$ cat config.mk
export PLATFORM = sky130hd
export DESIGN_NAME = jk_updown_counter_flat
export DESIGN_NICKNAME = d
export VERILOG_FILES = /design/src/rtl/jk_counter_pkg.sv /design/src/rtl/jk_updown_counter_if.sv /design/src/rtl/jk_ff_bit.sv /design/src/rtl/jk_updown_counter.sv /design/src/flat_wrapper.sv
export SDC_FILE = /design/constraint.sdc
export NUM_CORES = 1
export LEC_CHECK = 0
export ABC_AREA = 1
export BUFFER_PORTS_ARGS = -buffer_cell sky130_fd_sc_hd__buf_2
export CAP_MARGIN = 20
export CORE_AREA = 3 3 40 42
export DETAILED_ROUTE_END_ITERATION = 6
export DIE_AREA = 0 0 43 45
export PLACE_DENSITY_LB_ADDON = 0.1
export SLEW_MARGIN = 25
export SYNTH_ARGS = -nofsm -noshare
export SYNTH_HDL_FRONTEND = slang
export SYNTH_SLANG_ARGS = --single-unit
$ cat constraint.sdc
create_clock -name clk -period 1.29 [get_ports clk]
set_input_delay 0.258 -clock clk [delete_from_list [all_inputs] [get_ports clk]]
set_output_delay 0.258 -clock clk [all_outputs]
set_load 0.03 [all_outputs]
$ cat src/rtl/jk_counter_pkg.sv
// Shared constants for the JK-based up/down counter: default geometry,
// direction encoding and the per-edge operation selector.
package jk_counter_pkg;

  localparam int DEFAULT_WIDTH   = 4;
  localparam int DEFAULT_MODULUS = 10;

  localparam logic DIR_UP   = 1'b1;
  localparam logic DIR_DOWN = 1'b0;

  // What the counter does on the coming edge (reset handled separately).
  typedef enum logic [1:0] {
    OP_HOLD  = 2'd0,
    OP_LOAD  = 2'd1,
    OP_COUNT = 2'd2
  } op_e;

  // Priority decode of the strobes: load beats enable.
  function automatic op_e decode_op(input logic load, input logic en);
    if (load)    return OP_LOAD;
    else if (en) return OP_COUNT;
    else         return OP_HOLD;
  endfunction

endpackage

$ cat src/rtl/jk_updown_counter_if.sv
// Control/status bundle of the up/down counter. The master drives the
// strobes and load value; the slave (the counter) returns count and flags.
interface jk_updown_counter_if
  import jk_counter_pkg::*;
#(
  parameter int WIDTH = DEFAULT_WIDTH
);

  logic             en;
  logic             up;
  logic             load;
  logic [WIDTH-1:0] load_val;
  logic [WIDTH-1:0] count;
  logic             tc;
  logic             wrap;
  logic             load_err;

  modport master (
    output en, up, load, load_val,
    input  count, tc, wrap, load_err
  );

  modport slave (
    input  en, up, load, load_val,
    output count, tc, wrap, load_err
  );

endinterface

$ cat src/rtl/jk_ff_bit.sv
// One JK flip-flop cell with synchronous active-high reset.
// j/k = 00 hold, 01 clear, 10 set, 11 toggle.
module jk_ff_bit (
  input  logic clk,
  input  logic reset,
  input  logic j,
  input  logic k,
  output logic q
);

  // JK state update; reset overrides j/k on the same edge.
  always_ff @(posedge clk) begin
    // NOTE: sequential state uses non-blocking assignments so every flop
    // samples pre-edge values regardless of block evaluation order.
    if (reset) begin
      q <= 1'b0;
    end else begin
      unique case ({j, k})
        2'b00: q <= q;
        2'b01: q <= 1'b0;
        2'b10: q <= 1'b1;
        2'b11: q <= ~q;
      endcase
    end
  end

endmodule

$ cat src/rtl/jk_updown_counter.sv
// Modulo-MODULUS up/down counter built from JK flip-flop cells. The next
// value is computed behaviourally and translated into per-bit J/K drives;
// wrap and load_err are one-cycle registered pulses.
module jk_updown_counter
  import jk_counter_pkg::*;
#(
  parameter int WIDTH   = DEFAULT_WIDTH,
  parameter int MODULUS = DEFAULT_MODULUS
) (
  input  logic                clk,
  input  logic                reset,
  jk_updown_counter_if.slave  bus
);

  // Comparisons are done at full counter width (or one bit wider for the
  // load range check) so MODULUS = 2^WIDTH never overflows.
  localparam logic [WIDTH-1:0] MAX_CNT = WIDTH'(MODULUS - 1);
  localparam logic [WIDTH:0]   MOD_EXT = (WIDTH + 1)'(MODULUS);

  logic [WIDTH-1:0] count_q;
  logic [WIDTH-1:0] next_count;
  logic [WIDTH-1:0] j_vec;
  logic [WIDTH-1:0] k_vec;
  logic             at_max;
  logic             at_zero;
  logic             load_oor;
  logic             next_wrap;
  logic             next_err;
  logic             wrap_q;
  logic             err_q;
  op_e              op;

  assign at_max   = (count_q == MAX_CNT);
  assign at_zero  = (count_q == '0);
  assign load_oor = ({1'b0, bus.load_val} >= MOD_EXT);
  assign op       = decode_op(bus.load, bus.en);

  // Next-state selection: load (clamped when out of range), count with
  // modulo wrap in either direction, or hold.
  always_comb begin
    // NOTE: every output gets a default first so no path leaves a value
    // unassigned, which would otherwise infer a latch.
    next_count = count_q;
    next_wrap  = 1'b0;
    next_err   = 1'b0;
    unique case (op)
      OP_LOAD: begin
        if (load_oor) begin
          next_count = MAX_CNT;
          next_err   = 1'b1;
        end else begin
          next_count = bus.load_val;
        end
      end
      OP_COUNT: begin
        if (bus.up == DIR_UP) begin
          if (at_max) begin
            next_count = '0;
            next_wrap  = 1'b1;
          end else begin
            next_count = count_q + 1'b1;
          end
        end else begin
          if (at_zero) begin
            next_count = MAX_CNT;
            next_wrap  = 1'b1;
          end else begin
            next_count = count_q - 1'b1;
          end
        end
      end
      default: ;
    endcase
  end

  // Set bits that must rise, clear bits that must fall, hold the rest.
  assign j_vec = ~count_q & next_count;
  assign k_vec = count_q & ~next_count;

  for (genvar i = 0; i < WIDTH; i++) begin : g_bit
    jk_ff_bit u_bit (
      .clk   (clk),
      .reset (reset),
      .j     (j_vec[i]),
      .k     (k_vec[i]),
      .q     (count_q[i])
    );
  end

  // Registered status pulses; next_wrap and next_err are mutually exclusive.
  always_ff @(posedge clk) begin
    if (reset) begin
      wrap_q <= 1'b0;
      err_q  <= 1'b0;
    end else begin
      wrap_q <= next_wrap;
      err_q  <= next_err;
    end
  end

  assign bus.count    = count_q;
  assign bus.wrap     = wrap_q;
  assign bus.load_err = err_q;
  assign bus.tc       = bus.en & ~bus.load &
                        ((bus.up & at_max) | (~bus.up & at_zero));

endmodule

$ cat src/flat_wrapper.sv
// flat-port wrapper written by rule: the top's interface ports become plain ports
module jk_updown_counter_flat import jk_counter_pkg::*;
#(
  parameter int WIDTH   = DEFAULT_WIDTH,
  parameter int MODULUS = DEFAULT_MODULUS
)
  (clk, reset, bus_en, bus_up, bus_load, bus_load_val, bus_count, bus_tc, bus_wrap, bus_load_err);
  jk_updown_counter_if #(.WIDTH(WIDTH)) bus_i ();
  input  logic clk;
  input  logic reset;
  input wire logic [$bits(bus_i.en)-1:0] bus_en;
  input wire logic [$bits(bus_i.up)-1:0] bus_up;
  input wire logic [$bits(bus_i.load)-1:0] bus_load;
  input wire logic [$bits(bus_i.load_val)-1:0] bus_load_val;
  output wire logic [$bits(bus_i.count)-1:0] bus_count;
  output wire logic [$bits(bus_i.tc)-1:0] bus_tc;
  output wire logic [$bits(bus_i.wrap)-1:0] bus_wrap;
  output wire logic [$bits(bus_i.load_err)-1:0] bus_load_err;
  assign bus_i.en = bus_en;
  assign bus_i.up = bus_up;
  assign bus_i.load = bus_load;
  assign bus_i.load_val = bus_load_val;
  assign bus_count = bus_i.count;
  assign bus_tc = bus_i.tc;
  assign bus_wrap = bus_i.wrap;
  assign bus_load_err = bus_i.load_err;
  jk_updown_counter #(.WIDTH(WIDTH), .MODULUS(MODULUS)) u_core (.clk(clk), .reset(reset), .bus(bus_i));
endmodule
# == After elaboration in Yosys (flattened, before gate mapping) ==
# Index checks and enable logic that the tools add are counted.
# classes
addsub,2
n_lt_le_gt_ge,1
eq_ne,15
n_mux,15
bitwise,17
n_reduce_logical,7
# op_table
cell,n
$eq A2 B2 Y1 const B,9
$mux W4,4
$pmux W1 S3,4
$eq A2 B1 Y1 const B,5
$and A4 B4 Y4,2
$logic_not A2 Y1,4
$not A1 Y1,8
$not A4 Y4,2
$pmux W4 S2,1
$add A4 B1 Y4 const B,1
$and A1 B1 Y1,4
$eq A4 B4 Y1 const B,1
$ge A4 B4 Y1 const B,1
$logic_not A4 Y1,1
$mux W1,4
$mux W2,2
$reduce_or A2 Y1,2
$sub A4 B1 Y4 const B,1
$or A1 B1 Y1,1
# word_totals
reg_bits,6
word_cells,63

# == Longest topological paths before layout ==
# Gate-level depths: netlist (run 1).
# logic_depth
word_depth,8
mapped_depth,11
mapped_depth_nobuf,10

# == Cells and area by module ==
# From an unflattened synthesis (run 1), not the netlist that was laid out.
# hier_totals
cells_unflattened,100
area_unflattened_um2,581.8
# by_module_without_submodules
mod,n_inst,cells_each,area_each_um2,seq_area_each_um2
jk_updown_counter,1,76,426.7,40.0
jk_ff_bit,4,6,38.8,20.0

# == Worst setup path after synthesis (run 1) ==
# Ideal clock, no wire load.
# synth_timing
path_kind,register to register
startpoint,register u_core.g_bit[0].u_bit.q
endpoint,register u_core.g_bit[3].u_bit.q
arrival_ps,1334
path_slack_ps,-129
stages_incl_launch_ff,10
path_buffers,0
period_less_slack_ps,1419
cell_sequence,dfxtp_1 inv_2 nor2_2 nand2_1 nand2_1 nor2_1 nor2_1 nor2_1 ha_1 a211oi_1
# synth_via
elab_chain_len,8
# synth_lines
element,line,rtl
from (decl),jk_ff_bit.sv:8,output logic q
from (signal assigned),jk_ff_bit.sv:19,2'b00: q <= q;
from (signal assigned),jk_ff_bit.sv:22,2'b11: q <= ~q;
"$sub A4 B1 Y4, or another cell as far along",jk_updown_counter.sv:68,next_count = count_q - 1'b1;
$mux W4 (on tied branches),"jk_updown_counter.sv:64, jk_updown_counter.sv:57",
$mux W4 (*),jk_updown_counter.sv:56,if (bus.up == DIR_UP) begin
$pmux W4 S2 (*),jk_updown_counter.sv:46,unique case (op)
$not A4 Y4,jk_updown_counter.sv:78,assign k_vec = count_q & ~next_count;
$and A4 B4 Y4,jk_updown_counter.sv:78,
$eq A2 B2 Y1 / $eq A2 B1 Y1 (equally long branches),jk_ff_bit.sv:18,"unique case ({j, k})"
$pmux W1 S3,jk_ff_bit.sv:18,
to (signal assigned),jk_ff_bit.sv:19,
to (signal assigned),jk_ff_bit.sv:22,
to (decl),jk_ff_bit.sv:8,
# Every way passes the cells marked *; elsewhere a longest branch is shown, timed or not.
# A chain may end at the register's enable or synchronous reset.

# == Worst setup path after layout (run 1) ==
# layout_timing
startpoint,register u_core.g_bit[2].u_bit.q
endpoint,output port bus_tc
# layout_via
elab_chain_len,4
# layout_lines
element,line,rtl
from (decl),jk_ff_bit.sv:8,
from (signal assigned),jk_ff_bit.sv:19,
from (signal assigned),jk_ff_bit.sv:22,
$eq A4 B4 Y1 / $logic_not A4 Y1 (equally long branches),"jk_updown_counter.sv:33, jk_updown_counter.sv:34",
$and A1 B1 Y1,jk_updown_counter.sv:105,((bus.up & at_max) | (~bus.up & at_zero));
$or A1 B1 Y1 (*),jk_updown_counter.sv:105,
$and A1 B1 Y1 (*),jk_updown_counter.sv:104,assign bus.tc = bus.en & ~bus.load &
to (decl),flat_wrapper.sv:16,output wire logic [$bits(bus_i.tc)-1:0] bus_tc;
# Marked as above.

==> qor.csv, run 1 <==
stage,metric,value,unit
floorplan,DIE AREA,0.00194,mm^2
power_and_ir_drop,sw frac,0.481,
final_layout,multi-input logic area,417,um^2
setup_path,CP Capture Type,output pin,
timing,Max-slew headroom,0.845,
clock_network,CTS Buffer Depth,2,
yosys,Netlist cell types,21,
route,# DRC,0,
timing,post-route clock period utilization,1.21,
yosys,syn nets,99,
timing,Final Setup Violations,4,
placement,Final Wtd Congestion,0.843,
yosys,synthesized flop and latch total,6,
floorplan,row cnt,13,
global_route,gr ovfl total,0,
final_layout,most frequent cells in the layout,"nand2_1 (20), buf_4 (15), buf_2 (13), inv_2 (7), nor2_1 (7)",
route,Pre-Repair DR Iteration Count,6,
global_route,first-pass GRT wire length,2.56,mm
yosys,Syn Std Cell Area,549,um^2
global_route,vias in the first global route,604,
yosys,synth warn,0,
setup_path,CP arrival,1.30,ns
floorplan,chip height,45,um
power_and_ir_drop,Reg power frac,0.210,
route,routed wire length per instance,12.5,um
clock_network,clk_lat worst skew,0.24,ns
clock_network,CTS tree,yes,
power_and_ir_drop,clock share of power,0.094,
power_and_ir_drop,NetSw,0.907,mW
power_and_ir_drop,power share of the combinational group,0.696,
route,DR vias,649,
route,WL final,1.62,mm
global_route,largest net degree at the start of global routing,10,
setup_path,path type of the worst setup path,reg2out,
power_and_ir_drop,maximum vdd drop,0.000907,V
run_status,failing checks,setup timing,
clock_network,Worst-path clk slew,0.05,ns
power_and_ir_drop,Internal Dissipation,0.980,mW
placement,PortBufs,15,
floorplan,starting density of the core,0.427,
yosys,post-synthesis sequential area ratio,0.219,
global_route,initial antenna violation count,0,
setup_path,critical-path maximum fanout,4,
clock_network,CTS Buf Count,3,
final_layout,ant diodes,0,
timing,RSZ-0062 raised after global routing,yes,
clock_network,# clock sinks,6,
final_layout,Layout fillers,112,
floorplan,Die X,43,um
timing,fmax,642,MHz
power_and_ir_drop,Pwr Density,2220,mW/mm^2
timing,"Slew Viols, Final",0,
timing,Slew @ Worst Pin,0.229,ns
placement,dpl cells,124,
power_and_ir_drop,Static Leakage,0.409,nW
placement,hpwl dp,1.15,mm
min_path,Tightest Hold Check Type,in2reg,
timing,final clock skew,0.00178,ns
yosys,cell count after synthesis,86,
floorplan,core area,0.00128,mm^2
run_status,status,"finished, violations left",
timing,Fin Hold WS,0.298,ns
setup_path,startpoint types,register,
setup_path,Critical Path RT,1.03,ns
final_layout,Layout Cells excl Fill,130,
floorplan,IO Pins,16,
run,max_cap viols,0,
clock_network,H-tree depth,1,
yosys,Mean Syn Cell Area,6.39,um^2
final_layout,final net count,130,
route,post-route antenna net violation count,0,
final_layout,total area of sequential cells,133,um^2
clock_network,clk root buf,clkbuf_4,
final_layout,"most common cell after layout, fill and taps aside",nand2_1,
timing,final hold vios,0,
final_layout,synthesis-to-finish area growth,54.7,%
route,Vias/cell,4.99,
final_layout,layout cell share with drive strength beyond 1,0.583,
route,number of DRC markers in iteration 0,6,
timing,Final WS setup,-0.267,ns
timing,fin crit period,1.56,ns
global_route,gr usage total,0.181,
metrics by stage:
step | worst slack (ns) | power (mW) | util | cell area, um^2 | setup TNS (ns)
2_1_floorplan | -0.0998 | 1.12 | - | 571 | -0.210
3_3_place_gp | -0.246 | 1.35 | 0.558 | 717 | -0.997
3_5_place_dp | -0.264 | 1.36 | 0.558 | 717 | -1.04
4_1_cts | -0.252 | 1.76 | 0.631 | 811 | -0.823
5_1_grt | -0.347 | 2.04 | 0.661 | 850 | -1.23
6_report | -0.267 | 1.89 | 0.661 | 850 | -0.864
cells by family after synthesis:
| family | synth area share |
|---|---|
| simple gates | 0.387 |
| buf+inv | 0.157 |
| compound gates | 0.146 |
| flops | 0.219 |
| fa+ha+maj | 0.0911 |
routing by layer:
metal	vias up	routed length [um]	track usage
met5	-	0	0
li1	341	-	-
met4	0	42	0.108
met2	21	847	0.341
met1	281	653	0.199
met3	6	75	0.0120
final timing paths:
path | start | to | slack (ns) | depth (start not counted)
min | reset | u_core.g_bit[3].u_bit.q$_SDFFE_PP0P_ | 0.30 | 2
min reg2reg | u_core.g_bit[3].u_bit.q$_SDFFE_PP0P_ | u_core.g_bit[3].u_bit.q$_SDFFE_PP0P_ | 0.65 | 3
max | u_core.g_bit[2].u_bit.q$_SDFFE_PP0P_ | bus_tc | -0.27 | 8
max reg2reg | u_core.g_bit[2].u_bit.q$_SDFFE_PP0P_ | u_core.g_bit[2].u_bit.q$_SDFFE_PP0P_ | -0.26 | 11
sequential cells by signal, indices dropped and copies added, names as in the netlist:
register,count
u_core.bus.load_err,1
u_core.bus.wrap,1
u_core.g_bit.u_bit.q,4
worst max-delay path: stages (launching register included):
cell and delay (ns):
dfxtp_2 0.33, buf_6 0.13, nor2_4 0.10, nand2_1 0.07, nand2_2 0.07, buf_4 0.10, inv_2 0.04, nor2_4 0.07
buf_6 0.13
synth_stat cells:
| master | instances | area share |
|---|---|---|
| o21ai_1 | 2 | 0.018 |
| nor2_4 | 1 | 0.020 |
| nor2_2 | 2 | 0.023 |
| inv_2 | 5 | 0.034 |
| buf_6 | 2 | 0.041 |
| nand4_1 | 2 | 0.023 |
| nand2_1 | 24 | 0.16 |
| inv_1 | 4 | 0.027 |
| a21oi_2 | 1 | 0.016 |
| nor3_1 | 2 | 0.018 |
| o21ai_0 | 3 | 0.027 |
| buf_4 | 4 | 0.055 |
| dfxtp_1 | 6 | 0.22 |
| ha_1 | 4 | 0.091 |
| nand3_1 | 3 | 0.027 |
| o22ai_1 | 1 | 0.011 |
| a211oi_1 | 4 | 0.055 |
| nor3_2 | 1 | 0.018 |
| nor2_1 | 12 | 0.082 |
| or2_1 | 1 | 0.011 |
| a21oi_1 | 2 | 0.018 |
layout make-up:
cell class	count	area share
Timing Repair Buffer	32	0.262
Clock buffer	3	0.0265
Multi-Input combinational cell	65	0.490
Sequential cell	6	0.156
Tap cell	15	0.0221
Inverter	9	0.0427
timing repair:
action | CTS | global route
resized for setup | 19 | 11
endpoints found under the setup margin | 4 | 5
buffers inserted | 2 | 1
hold endpoints to repair | 0 | 0
hold buffers | 0 | 0
pin swaps | 5 | 8
power groups by stage:
stage / Clock (mW) / Combinational, mW / Sequential [mW]
after detailed placement: 0 / 0.995 / 0.364
after global routing: 0.193 / 1.44 / 0.400
after floorplan: 0 / 0.794 / 0.324
after global placement: 0 / 0.978 / 0.371
after CTS: 0.185 / 1.18 / 0.395
final: 0.177 / 1.31 / 0.396
(Power assumes the default switching activity.)
==> run 2: changes to the inputs <==
Settings changed: CELL_PAD_IN_SITES_DETAIL_PLACEMENT from default to 1, CELL_PAD_IN_SITES_GLOBAL_PLACEMENT from default to 1, CORE_AREA 3 3 40 42 to default, CORE_ASPECT_RATIO from default to 0.8, CORE_MARGIN from default to 3, CORE_UTILIZATION from default to 30, DIE_AREA 0 0 43 45 to default.
==> run 2 against run 1 <==
Against the previous run: the flow still finishes with violations (setup timing); total power is 1.9% lower; first-iteration DRC count rose by 83%; non-clock buffer count grew 5; clock skew rose by 0.010 ns; sequential power rose by 8.6%; combinational power is 6% lower; via count rose by 6.9%; sequential cell count unchanged; critical path depth did not move; sequential share of layout area fell by 0.51 points; critical path type unchanged; largest cell class unchanged; highest routed layer unchanged.
==> qor.csv, run 2 (synthesis gave the netlist of run 1 again) <==
stage,metric,value,unit,change
final_layout,layout cell share with drive strength beyond 1,0.575,,was 0.583
clock_network,clk_lat worst skew,0.25,ns,was 0.24 ns
route,WL final,1.87,mm,was 1.62 mm
setup_path,slowest CP cell,dfxtp_4,,was dfxtp_2
final_layout,final net count,135,,was 130
run_status,failing checks,setup timing,,unchanged
setup_path,Critical Path RT,1.03,ns,about the same
floorplan,starting density of the core,0.328,,was 0.427
floorplan,IO Pins,16,,unchanged
clock_network,H-tree depth,1,,unchanged
route,# DRC,0,,unchanged
final_layout,Largest register FFs,4,,unchanged
clock_network,cts hold-fix bufs,0,,unchanged
setup_path,CP Capture Type,output pin,,unchanged
placement,Area after DPL,763,um^2,was 717 um^2
setup_path,critical-path maximum fanout,4,,unchanged
setup_path,CP arrival,1.27,ns,was 1.30 ns
clock_network,CTS Buf Count,3,,unchanged
clock_network,clk root buf,clkbuf_4,,unchanged
global_route,largest net degree at the start of global routing,10,,unchanged
final_layout,Layout fillers,224,,was 112
final_layout,design area,895,um^2,was 850 um^2
timing,fin crit period,1.53,ns,was 1.56 ns
clock_network,# clock sinks,6,,unchanged
route,DR vias,694,,was 649
global_route,first-pass GRT wire length,3.16,mm,was 2.56 mm
final_layout,Layout Cells excl Fill,142,,was 130
final_layout,multi-input logic area,413,um^2,was 417 um^2
clock_network,Worst-path clk slew,0.06,ns,was 0.05 ns
timing,final hold vios,0,,unchanged
timing,Fin Hold WS,0.299,ns,was 0.298 ns
power_and_ir_drop,Static Leakage,0.439,nW,was 0.409 nW
floorplan,Die X,53.8,um,was 43 um
final_layout,Reg with most FFs,u_core.g_bit.u_bit.q,,unchanged
setup_path,max incr delay on CP,0.39,ns,was 0.33 ns
timing,"Slew Viols, Final",0,,unchanged
final_layout,synthesis-to-finish area growth,62.9,%,was 54.7%
timing,fmax,654,MHz,was 642 MHz
power_and_ir_drop,maximum vdd drop,0.00127,V,was 0.000907 V
clock_network,CTS tree,yes,,unchanged
placement,dpl cells,136,,was 124
final_layout,"most common cell after layout, fill and taps aside",nand2_1,,unchanged
route,routed wire length per instance,13.2,um,was 12.5 um
power_and_ir_drop,Pwr Density,2070,mW/mm^2,was 2220 mW/mm^2
timing,Final WS setup,-0.240,ns,was -0.267 ns
final_layout,total area of sequential cells,135,um^2,was 133 um^2
timing,final clock skew,0.0121,ns,was 0.00178 ns
setup_path,path type of the worst setup path,reg2out,,unchanged
run_status,status,"finished, violations left",,unchanged
timing,post-route clock period utilization,1.19,,was 1.21
global_route,vias in the first global route,694,,was 604
min_path,Tightest Hold Check Type,in2reg,,unchanged
placement,PortBufs,15,,unchanged
setup_path,Top delay family on crit path,flip-flops,,was buffers and inverters
final_layout,ant diodes,0,,unchanged
route,number of DRC markers in iteration 0,11,,was 6
power_and_ir_drop,total power,1.85,mW,was 1.89 mW
route,Pre-Repair DR Iteration Count,4,,was 6
placement,hpwl dp,1.38,mm,was 1.15 mm
global_route,initial antenna violation count,0,,unchanged
floorplan,row cnt,13,,unchanged
final_layout,most frequent cells in the layout,"nand2_1 (21), buf_4 (19), buf_2 (14), nor2_1 (8)",,"was nand2_1 (20), buf_4 (15), buf_2 (13), inv_2 (7), nor2_1 (7)"
run,max_cap viols,0,,unchanged
global_route,gr usage total,0.187,,was 0.181
clock_network,CTS Buffer Depth,2,,unchanged
global_route,gr ovfl total,0,,unchanged
timing,RSZ-0062 raised after global routing,yes,,unchanged
setup_path,crit-path cells,inv_4 -> nor2_4 -> nand2_2 -> nand2_4 -> buf_6 -> inv_4 -> nor2_4 -> buf_6,,was buf_6 -> nor2_4 -> nand2_1 -> nand2_2 -> buf_4 -> inv_2 -> nor2_4 -> buf_6
floorplan,core area,0.00168,mm^2,was 0.00128 mm^2
route,Vias/cell,4.89,,was 4.99
timing,Max-slew headroom,0.831,,was 0.845
setup_path,startpoint types,register,,unchanged
route,post-route antenna net violation count,0,,unchanged
placement,Final Wtd Congestion,0.821,,was 0.843
setup_path,CP bufs+invs,4,,unchanged
floorplan,DIE AREA,0.00238,mm^2,was 0.00194 mm^2
timing,Slew @ Worst Pin,0.250,ns,was 0.229 ns
floorplan,chip height,44.3,um,was 45 um
timing,Final Setup Violations,5,,was 4
[run 2: cell count changes in the layout (fill, tap and decap cells not counted), moves of 2 or more]
cell,delta
inv_2,-3
inv_1,+2
nand2_2,-2
buf_4,+4
[run 2: final cells by class]
cell class              count  area share
inverters                   9      0.0434
multi-input cells          65       0.462
flip-flops and latches      6       0.151
clock buffers               3      0.0252
repair buffers             37       0.288
well taps                  22      0.0308
[run 2: repair_timing]
action                     CTS  global route
hold endpoints to repair     0             0
pin swaps                    8             9
cloned                       0             0
buffers inserted             3             1
setup endpoints to repair    6             5
gates resized for setup     22             9
[run 2: metal layers]
layer | global-route usage | wire length, um | vias up
met1 | 0.238 | 851 | 333
met3 | 0.0606 | 64 | 2
met5 | 0 | 0 | -
li1 | - | - | 346
met4 | 0.0408 | 17 | 0
met2 | 0.304 | 937 | 13
[run 2: where the power goes]
group	internal (mW)	total, mW	switching (mW)
clock network	0.106	0.189	0.0829
registers	0.282	0.430	0.149
logic	0.568	1.23	0.663
total	0.956	1.85	0.895
[run 2: metrics by stage]
stage / setup WS (ns) / util / TNS (ns)
2_1_floorplan: -0.0998 / - / -0.210
3_3_place_gp: -0.237 / 0.456 / -1.01
3_5_place_dp: -0.284 / 0.456 / -1.23
4_1_cts: -0.253 / 0.516 / -0.738
5_1_grt: -0.328 / 0.534 / -1.26
6_report: -0.240 / 0.534 / -0.760
[run 2: final timing paths]
check,from,end,slack [ns],cells after the start
hold reg to reg,u_core.g_bit[0].u_bit.q$_SDFFE_PP0P_,u_core.g_bit[0].u_bit.q$_SDFFE_PP0P_,0.66,3
setup / recovery,u_core.g_bit[3].u_bit.q$_SDFFE_PP0P_,bus_tc,-0.24,8
setup reg to reg,u_core.g_bit[3].u_bit.q$_SDFFE_PP0P_,u_core.g_bit[2].u_bit.q$_SDFFE_PP0P_,-0.20,9
hold / removal,reset,u_core.g_bit[1].u_bit.q$_SDFFE_PP0P_,0.30,2
==> run 3: changes to the inputs <==
Settings changed: ABC_AREA 1 to default, CORE_UTILIZATION 30 to 32, SKIP_LAST_GASP from default to 1.
==> run 3 against run 2 <==
Against the previous run: the run still ends with setup timing left; combinational power is 49% lower; clock-buffer cell count increased by 1; via count fell by 12%; core utilization shrank 0.53 points; sequential share of layout area up 0.30 points; cell area is 2.0% lower; register-to-register slack worse by 0.14 ns; sequential cell count is the same; highest routed layer unchanged.
==> qor.csv, run 3 <==
stage,metric,value,unit,change
setup_path,path type of the worst setup path,reg2out,,unchanged
global_route,vias in the first global route,627,,was 694
power_and_ir_drop,total power,1.12,mW,was 1.85 mW
yosys,cell count after synthesis,72,,was 86
timing,fin crit period,1.71,ns,was 1.53 ns
setup_path,CP arrival,1.45,ns,was 1.27 ns
clock_network,Worst-path clk slew,0.06,ns,about the same
power_and_ir_drop,maximum vdd drop,0.000669,V,was 0.00127 V
route,Vias/cell,5.00,,was 4.89
placement,Final Wtd Congestion,0.793,,was 0.821
setup_path,crit-path cells,buf_6 -> nand3_4 -> a2111oi_4 -> buf_4,,was inv_4 -> nor2_4 -> nand2_2 -> nand2_4 -> buf_6 -> inv_4 -> nor2_4 -> buf_6
final_layout,Layout fillers,209,,was 224
clock_network,# clock sinks,6,,unchanged
setup_path,critical-path maximum fanout,7,,was 4
timing,setup_tns,-1.45,ns,was -0.760 ns
yosys,syn nets,85,,was 99
clock_network,number of setup buffers added after CTS,0,,was 3
yosys,synthesized flop and latch total,6,,unchanged
power_and_ir_drop,Pwr Density,1280,mW/mm^2,was 2070 mW/mm^2
timing,fmax,586,MHz,was 654 MHz
route,post-route antenna net violation count,0,,unchanged
timing,"Slew Viols, Final",0,,unchanged
floorplan,DIE AREA,0.00236,mm^2,was 0.00238 mm^2
clock_network,clk_lat worst skew,0.26,ns,was 0.25 ns
setup_path,RR Endpoint,u_core.g_bit[3].u_bit.q$_SDFFE_PP0P_,,was u_core.g_bit[2].u_bit.q$_SDFFE_PP0P_
setup_path,reg2reg path depth,7,,was 9
route,WL final,1.60,mm,was 1.87 mm
setup_path,slowest CP cell,dfxtp_4,,unchanged
placement,hpwl dp,1.21,mm,was 1.38 mm
yosys,Post-synth EDFFs,0,,unchanged
setup_path,Critical Path RT,1.03,ns,about the same
clock_network,clk root buf,clkbuf_4,,unchanged
global_route,first-pass GRT wire length,2.73,mm,was 3.16 mm
timing,Slew @ Worst Pin,0.281,ns,was 0.250 ns
clock_network,CTS Buf Count,3,,unchanged
global_route,largest net degree at the start of global routing,9,,was 10
global_route,GR peak layer,met2,,unchanged
floorplan,starting density of the core,0.348,,was 0.328
final_layout,Reg with most FFs,u_core.g_bit.u_bit.q,,unchanged
final_layout,Layout Cells excl Fill,122,,was 142
route,Pre-Repair DR Iteration Count,3,,was 4
power_and_ir_drop,Static Leakage,0.400,nW,was 0.439 nW
yosys,Synth top area share,0.208,,was 0.219
timing,final clock skew,0.00982,ns,was 0.0121 ns
final_layout,ant diodes,0,,unchanged
timing,final hold vios,0,,unchanged
yosys,Syn Std Cell Area,578,um^2,was 549 um^2
run,max_cap viols,0,,unchanged
final_layout,layout cell share with drive strength beyond 1,0.530,,was 0.575
yosys,post-synthesis sequential area ratio,0.208,,was 0.219
floorplan,row cnt,13,,unchanged
final_layout,"most common cell after layout, fill and taps aside",buf_4,,was nand2_1
final_layout,most frequent cells in the layout,"buf_4 (18), buf_2 (14), nor2_1 (6), a21oi_1 (5)",,"was nand2_1 (21), buf_4 (19), buf_2 (14), nor2_1 (8)"
final_layout,Largest register FFs,4,,unchanged
final_layout,final net count,114,,was 135
placement,Area after DPL,777,um^2,was 763 um^2
final_layout,total area of sequential cells,135,um^2,unchanged
yosys,mux cell area share after synthesis,0.0693,,was 0
placement,dpl cells,118,,was 136
min_path,hold_sp,reset,,unchanged
setup_path,Worst R2R Setup Slack,-0.34,ns,was -0.20 ns
run_status,failing checks,setup timing,,unchanged
timing,RSZ-0062 raised after global routing,yes,,unchanged
min_path,worst hold path depth,2,,unchanged
yosys,"top cells by area, synth","dfxtp_1 (21%), ha_1 (8.7%), mux2i_1 (6.9%), a2111oi_2 (5.2%), buf_4 (5.2%)",,"was dfxtp_1 (22%), nand2_1 (16%), ha_1 (9.1%), nor2_1 (8.2%), a211oi_1 (5.5%)"
global_route,gr usage total,0.164,,was 0.187
yosys,Synth async-reset ratio,0,,unchanged
yosys,Synth Area in Simple Gates,0.177,,was 0.387
yosys,Mean Syn Cell Area,8.03,um^2,was 6.39 um^2
floorplan,core area,0.00166,mm^2,was 0.00168 mm^2
yosys,"area leader, netlist",dfxtp_1,,unchanged
setup_path,CP Capture Type,output pin,,unchanged
placement,post-place setup slack,-0.443,ns,was -0.284 ns
yosys,Netlist cell types,32,,was 21
floorplan,Die X,53.5,um,was 53.8 um
yosys,Synth Area in Compound Gates,0.266,,was 0.146
floorplan,IO Pins,16,,unchanged
final_layout,design area,877,um^2,was 895 um^2
placement,PortBufs,15,,unchanged
final_layout,synthesis-to-finish area growth,51.7,%,was 62.9%
yosys,largest family of logic cells by synthesized area,compound AO/OA/AOI/OAI gates,,was simple AND/OR/NAND/NOR gates
global_route,M2 GR Usage,0.249,,was 0.304
setup_path,Top delay family on crit path,flip-flops,,unchanged
global_route,met3 Track Usage GR,0.0539,,was 0.0606
global_route,met1 Usage GRT,0.208,,was 0.238
route,# DRC,0,,unchanged
yosys,Post-synth top cells,"dfxtp_1 (6), nor2_1 (6), a21oi_1 (5), o21ai_0 (5)",,"was nand2_1 (24), nor2_1 (12), dfxtp_1 (6)"
final_layout,"Core Util, Final",0.529,,was 0.534
run_status,status,"finished, violations left",,unchanged
setup_path,CP bufs+invs,2,,was 4
setup_path,Worst R2R Start,u_core.g_bit[3].u_bit.q$_SDFFE_PP0P_,,unchanged
timing,Fin Hold WS,0.246,ns,was 0.299 ns
final_layout,multi-input logic area,444,um^2,was 413 um^2
global_route,initial antenna violation count,0,,unchanged
timing,Max-slew headroom,0.810,,was 0.831
clock_network,CTS tree,yes,,unchanged
route,number of DRC markers in iteration 0,1,,was 11
global_route,gr ovfl total,0,,unchanged
min_path,worst hold path endpoint,u_core.g_bit[3].u_bit.q$_SDFFE_PP0P_,,was u_core.g_bit[1].u_bit.q$_SDFFE_PP0P_
setup_path,max incr delay on CP,0.41,ns,was 0.39 ns
setup_path,startpoint types,register,,unchanged
timing,Final WS setup,-0.418,ns,was -0.240 ns
yosys,xor and xnor area share after synthesis,0.0303,,was 0
clock_network,CTS Buffer Depth,2,,unchanged
route,routed wire length per instance,13.1,um,was 13.2 um
route,DR vias,610,,was 694
floorplan,chip height,44.0,um,was 44.3 um
yosys,Synth Flop Type,dfxtp_1,,unchanged
yosys,synth warn,0,,unchanged
clock_network,cts hold-fix bufs,0,,unchanged
yosys,Adder-Cell Fraction of Synth Area,0.0866,,was 0.0911
timing,post-route clock period utilization,1.32,,was 1.19
timing,Final Setup Violations,5,,unchanged
min_path,Tightest Hold Check Type,in2reg,,unchanged
clock_network,H-tree depth,1,,unchanged
-- run 3: kinds of logic after synthesis --
family                     after synthesis
AOI/OAI and AO/OA                       22
adders and majority gates                4
and+or+nand+nor                         19
DFF                                      6
xor gates and xnor gates                 2
buffers and inverters                   15
muxes                                    4
-- run 3: where the power goes --
part	switching [mW]	internal, mW
Combinational	0.309	0.315
Clock	0.0933	0.119
Sequential	0.0623	0.222
-- run 3: worst max-delay path by stage --
stage	depth (start not counted)	slack [ns]	endpoint	startpoint
2_1_floorplan	8	-0.42	u_core.g_bit[3].u_bit.q$_SDFFE_PP0P_	u_core.g_bit[3].u_bit.q$_SDFFE_PP0P_
3_3_place_gp	7	-0.42	u_core.g_bit[3].u_bit.q$_SDFFE_PP0P_	u_core.g_bit[0].u_bit.q$_SDFFE_PP0P_
3_5_place_dp	7	-0.44	u_core.g_bit[3].u_bit.q$_SDFFE_PP0P_	u_core.g_bit[0].u_bit.q$_SDFFE_PP0P_
4_1_cts	4	-0.41	bus_tc	u_core.g_bit[0].u_bit.q$_SDFFE_PP0P_
5_1_grt	4	-0.51	bus_tc	u_core.g_bit[0].u_bit.q$_SDFFE_PP0P_
6_report	4	-0.42	bus_tc	u_core.g_bit[0].u_bit.q$_SDFFE_PP0P_
-- run 3: routing by layer --
metal / up-vias / part of all wire
met4: 0 / 0.024
met3: 4 / 0.053
met1: 282 / 0.46
met2: 15 / 0.46
met5: - / 0
li1: 309 / -
-- run 3: timing repair --
| item | 4_1_cts | 5_1_grt |
|---|---|---|
| pin swaps | 6 | 2 |
| resized for setup | 9 | 6 |
| endpoints found under the hold margin | 0 | 0 |
| setup endpoints to repair | 8 | 6 |
-- run 3: final cells by class --
| type | count | area share |
|---|---|---|
| tap | 22 | 0.0314 |
| timing repair buffer | 33 | 0.247 |
| sequential | 6 | 0.154 |
| inverter | 6 | 0.0314 |
| multi-input combinational | 51 | 0.506 |
| clock buffer | 4 | 0.0300 |
